File: config.mk
export PLATFORM = sky130hd
export DESIGN_NAME = sys_array_feeder
export DESIGN_NICKNAME = d
export VERILOG_FILES = /design/src/rtl/sys_array_pkg.sv /design/src/rtl/sys_array_feeder.sv
export SDC_FILE = /design/constraint.sdc
export NUM_CORES = 2
export LEC_CHECK = 0
export CORE_MARGIN = 2
export CORE_UTILIZATION = 55
export DETAILED_ROUTE_END_ITERATION = 16
export PLACE_DENSITY = 0.7
export SLEW_MARGIN = 20
export SYNTH_ARGS = -nofsm -noshare
export SYNTH_HDL_FRONTEND = slang
export SYNTH_SLANG_ARGS = --single-unit
File: constraint.sdc
create_clock -name clk -period 82.9 [get_ports clk]
set_input_delay 16.58 -clock clk [delete_from_list [all_inputs] [get_ports clk]]
set_output_delay 16.58 -clock clk [all_outputs]
set_load 0.005 [all_outputs]
File: src/rtl/sys_array_pkg.sv
// rtl/sys_array_pkg.sv - shared types and constants for the systolic array and its feeder
package sys_array_pkg;

    // Default array geometry, shared with the PE grid top
    localparam int SA_N  = 4;
    localparam int SA_DW = 32;

    // Feeder run phases
    typedef enum logic [1:0] {
        ST_IDLE   = 2'd0,
        ST_CLEAR  = 2'd1,
        ST_STREAM = 2'd2,
        ST_DRAIN  = 2'd3
    } feeder_state_t;

    // LSB position of lane 'lane' in a packed bus of dw-bit lanes
    function automatic int lane_lsb(input int lane, input int dw);
        return lane * dw;
    endfunction

endpackage

File: src/rtl/sys_array_feeder.sv
// rtl/sys_array_feeder.sv - buffers A/B matrices and streams them skewed into the PE array edges
module sys_array_feeder
    import sys_array_pkg::*;
#(
    parameter int N  = SA_N,
    parameter int DW = SA_DW,
    parameter int AW = $clog2(N)
) (
    input  logic            clk,
    input  logic            rst,
    input  logic            wr_en,
    input  logic            wr_sel,
    input  logic [AW-1:0]   wr_row,
    input  logic [AW-1:0]   wr_col,
    input  logic [DW-1:0]   wr_data,
    input  logic            start,
    output logic            busy,
    output logic            done,
    output logic            arr_rst,
    output logic [N*DW-1:0] west_out,
    output logic [N*DW-1:0] north_out
);

    // Step counter is reused for the stream (0..2N-2) and drain (0..N-1) phases
    localparam int            CW            = $clog2(2 * N);
    localparam logic [CW-1:0] T_STREAM_LAST = CW'(2 * N - 2);
    localparam logic [CW-1:0] T_DRAIN_LAST  = CW'(N - 1);

    logic [DW-1:0] r_a [N][N];
    logic [DW-1:0] r_b [N][N];

    feeder_state_t r_state;
    feeder_state_t w_state_next;
    logic [CW-1:0] r_t;
    logic [CW-1:0] w_t_next;

    logic            w_wr_ok;
    logic [N*DW-1:0] w_west_next;
    logic [N*DW-1:0] w_north_next;

    // Writes land only while idle and only for in-range indices
    assign w_wr_ok = wr_en && (r_state == ST_IDLE)
                     && (32'(wr_row) < N) && (32'(wr_col) < N);

    // Matrix storage, cleared by reset
    always_ff @(posedge clk or posedge rst) begin
        if (rst) begin
            for (int i = 0; i < N; i++) begin
                for (int j = 0; j < N; j++) begin
                    r_a[i][j] <= '0;
                    r_b[i][j] <= '0;
                end
            end
        end else if (w_wr_ok) begin
            if (wr_sel) begin
                r_b[wr_row][wr_col] <= wr_data;
            end else begin
                r_a[wr_row][wr_col] <= wr_data;
            end
        end
    end

    // State and step counter registers
    always_ff @(posedge clk or posedge rst) begin
        if (rst) begin
            r_state <= ST_IDLE;
            r_t     <= '0;
        end else begin
            r_state <= w_state_next;
            r_t     <= w_t_next;
        end
    end

    // Next-state and step counter sequencing
    always_comb begin
        w_state_next = r_state;
        w_t_next     = '0;
        case (r_state)
            ST_IDLE: begin
                if (start) begin
                    w_state_next = ST_CLEAR;
                end
            end
            ST_CLEAR: begin
                w_state_next = ST_STREAM;
            end
            ST_STREAM: begin
                if (r_t == T_STREAM_LAST) begin
                    w_state_next = ST_DRAIN;
                end else begin
                    w_t_next = r_t + 1'b1;
                end
            end
            ST_DRAIN: begin
                if (r_t == T_DRAIN_LAST) begin
                    w_state_next = ST_IDLE;
                end else begin
                    w_t_next = r_t + 1'b1;
                end
            end
            default: begin
                w_state_next = ST_IDLE;
            end
        endcase
    end

    // Diagonal skew: lane i carries element k = t - i of its row/column while 0 <= k < N.
    // West lane i and north lane j use the same window, so one compare serves both.
    for (genvar gi = 0; gi < N; gi++) begin : g_lane
        logic [CW-1:0] w_k;
        logic          w_live;

        assign w_k    = w_t_next - CW'(gi);
        assign w_live = (w_state_next == ST_STREAM)
                        && (w_t_next >= CW'(gi)) && (w_k < CW'(N));

        assign w_west_next[lane_lsb(gi, DW) +: DW]  = w_live ? r_a[gi][w_k[AW-1:0]] : '0;
        assign w_north_next[lane_lsb(gi, DW) +: DW] = w_live ? r_b[w_k[AW-1:0]][gi] : '0;
    end

    // Registered outputs decoded from the upcoming state so they align with the phase
    always_ff @(posedge clk or posedge rst) begin
        if (rst) begin
            busy      <= 1'b0;
            done      <= 1'b0;
            arr_rst   <= 1'b0;
            west_out  <= '0;
            north_out <= '0;
        end else begin
            busy      <= (w_state_next != ST_IDLE);
            done      <= (r_state == ST_DRAIN) && (w_state_next == ST_IDLE);
            arr_rst   <= (w_state_next == ST_CLEAR);
            west_out  <= w_west_next;
            north_out <= w_north_next;
        end
    end

endmodule

==> qor_table.md <==
| Quantity | Value |
|---|---|
| Run status | finished clean |
| Worst-path cell with the longest stage delay | buf_4 |
| Yosys cell types | 47 |
| Synth Cell Area | 52700 um^2 |
| Core area | 95000 um^2 |
| Setup TNS | 0 ns |
| Average wire per standard cell | 27.0 um |
| Total of buffers placed on input and output ports | 299 |
| Dominant delay contributor by cell family on the critical path | buffers and inverters |
| Via count of the first global-routing pass | 34387 |
| Worst Setup End Kind | asynchronous set/reset pin |
| Combined area of the multi-input logic cells | 19200 um^2 |
| Net count of the finished layout | 3747 |
| IR Drop Worst-Case VDD | 0.0000539 V |
| Final worst-path setup slack | 62.24 ns |
| Leading cell type by number of instances after synthesis | dfrtp_1 |
| Floorplan die height | 314 um |
| Placement-stage cell area | 56600 um^2 |
| Most Frequent Cell on Critical Path | buf_4 |
| Sequential cell area fraction in the yosys report | 61.2% |
| Number of clock sinks seen by CTS | 1288 |
| Transition time at the pin with the least slew margin | 1.19 ns |
| Post-synth EDFFs | 0 |
| Required arrival time at the worst endpoint | 83.65 ns |
| Worst hold path endpoint | r_b[78] |
| Critical Path Fanout Max | 123 |
| Worst-case clock buffer depth | 3 |
| Initial core utilization | 55.5% |
| Slew HR | 20.6% |
| Count of final max-slew check failures | 0 |
| Congestion Overflow GR | 0 |
| Reported leakage power | 29.0 nW |
| Combinational family with the most area after synthesis | multiplexers |
| Most area-hungry cell type in the Yosys netlist | dfrtp_1 |
| Post-Route Utilization | 64.3% |
| HP Class | reg -> reg |
| Fmax | 48.4 MHz |
| Drt first pass iters | 5 |
| Top-Level Pins | 300 |
| Post-Synth Adder-Cell Area | 0.261% |
| Capturing point of the worst reg2reg path | north_out[46] |
| Most numerous cell types in the synthesized netlist | dfrtp_1, mux2_2, nand2_1 |
| Cell chosen for the clock root | clkbuf_16 |
| Fraction of synthesized cell area in xor and xnor cells | 0.0166% |
| Category of the worst setup path launch point | input port |
| Final Hold Viols | 0 |
| Register-to-register path setup slack | 77.02 ns |
| Count of cells along the worst register-to-register path | 11 |
| Instance count of the mapped netlist | 3525 |
| Antenna violations before repair | 8 |
| Syn_nets | 3577 |
| Overall global routing resource usage | 28.2% |
| Fill cells | 6786 |
| Largest net degree at the start of global routing | 200 |
| Die footprint | 98300 um^2 |
| Vias per std cell | 6.25 |
| Power per Cell Area | 34.2 nW/um^2 |
| Complex-gate fraction of the synthesized area | 3.87% |
| Post-placement setup slack | 60.47 ns |
| DPL Wire Length | 78300 um |
| Hold-critical path depth | 1 |
| Fraction of synthesis flops using an asynchronous set or reset pin | 100% |
| Antenna Nets Post-Route | 0 |
| Ratio of final minimum period to clock period | 24.9% |
| Global placement routability congestion | 0.779 |
| Post-synthesis area per instance | 15.0 um^2 |
| Area taken by flip-flops and latches | 32200 um^2 |
| Finished layout cell area | 61100 um^2 |
| Synth Area in Simple Gates | 4.44% |
| Proportion of synthesized area in mux cells | 27.4% |
| Count of warnings emitted by yosys | 0 |
| Share of cells above drive strength 1 | 38.4% |
| Smallest hold slack | 0.486 ns |
| Setup CP Type | in -> async |
| WL final | 137000 um |
| Most instantiated flip-flop cell in the synthesis netlist | dfrtp_1 |
| Combined buffer and inverter count along the critical path | 7 |
| Number of vias in the routed layout | 31671 |
| Tmin final | 20.66 ns |
| Area fraction of the dominant cell type after synthesis | 61.2% |
| Worst path max stage delay | 0.85 ns |
| TritonCTS buffer count | 135 |
| Final worst clock skew | 0.0198 ns |
| Flops & latches, synth | 1288 |
| H-Tree Depth | 4 |
| Post-cts gate resize count | 0 |
| Worst-skew pair later-pin latency | 0.74 ns |
| X dimension of the die | 314 um |
| TritonCTS clock tree | done |
| Finish-stage setup viols | 0 |
| List of cells traversed by the critical path | clkdlybuf4s50_1, inv_8, buf_4, buf_4, buf_6, buf_4, buf_4 |
| Initial detailed-routing violation count | 2472 |
| Hold path startpoint | r_b[78] |
| Cell Rows | 113 |
| Clk pin slew, worst setup/hold paths | 0.06 ns |
| Number of remaining DRC errors | 0 |
| Reg2reg start | r_t[0] |
| Number of hold-repair buffers added at the cts stage | 0 |
| P&R area growth vs syn | 16.0% |
| Max-Cap Viols | 0 |
| First-pass GRT wire length | 209000 um |
| Setup repair after global routing missed its margin | no |
| Buffers inserted during post-CTS setup optimization | 0 |
| Cell types with the largest area share after synthesis | dfrtp_1, mux2_2, mux4_2 |
| Crit path DAT | 21.41 ns |
## per-stage QoR
step	power, mW	std cells
floorplan	1.23	3525
global placement	1.48	4817
detailed placement	1.50	4820
CTS	2.10	5057
global route	2.17	5060
finish	2.09	5065
## cell usage in the layout, fill, tap and decap left out, types with 8 or more instances in the layout
cell type	netlist	layout
nand2_2	0	14
inv_1	11	9
mux4_2	128	128
nor4b_1	65	65
and2_1	67	67
o221ai_1	64	64
dfrtp_1	1288	1288
clkbuf_16	0	142
buf_2	79	9
clkbuf_8	0	22
ha_1	11	10
mux2_2	1011	1011
clkdlybuf4s50_1	0	290
mux2_1	13	13
a31oi_1	64	64
nor2b_1	8	8
buf_4	26	57
bufinv_16	0	8
clkinv_2	0	10
nand2_1	276	258
a311oi_1	63	63
o22ai_1	64	64
nor2_1	16	10
clkbuf_1	190	46
## logic make-up after synthesis
logic type	count (synthesis)
flops	1288
mux	1153
simple gates	458
buf+inv	347
compound gates	267
fa+ha+maj	11
xor+xnor	1
## routing by layer
layer	global-route usage, %	vias to the layer above	wire (um)
li1	-	13132	-
met1	37.5	17246	56300
met2	46.8	1043	67900
met3	5.30	242	8250
met4	10.3	8	4410
met5	0	-	39
## flip-flops by register name, indices dropped and copies added, names as in the netlist
register,flops
r_a,512
r_b,512
north_out,128
west_out,128
r_t,3
r_state,2
arr_rst,1
busy,1
done,1
## worst max path at each step
stage                     from        to  slack (ns)  depth (start not counted)
after CTS                  rst  r_a[252]       61.26                          7
after global placement     rst  r_a[155]       60.80                          7
after global routing       rst  r_a[188]       61.42                          7
final                      rst  r_a[151]       62.24                          7
after detailed placement   rst  r_a[151]       60.47                          7
after floorplan            rst   arr_rst       30.02                          1
## cell type report
| class | count | area share, % |
|---|---|---|
| multi-input combinational | 1890 | 31.4 |
| clock inverter | 27 | 0.639 |
| antenna | 5 | 0.0205 |
| tap | 1265 | 2.59 |
| timing repair buffer | 368 | 5.95 |
| inverter | 12 | 0.115 |
| clock buffer | 210 | 6.59 |
| sequential | 1288 | 52.7 |
## power breakdown
part           switching, mW  internal (mW)
sequential            0.0489          0.723
combinational          0.468          0.251
clock                  0.242          0.359
No activity file was read; power rests on OpenSTA's default activity.
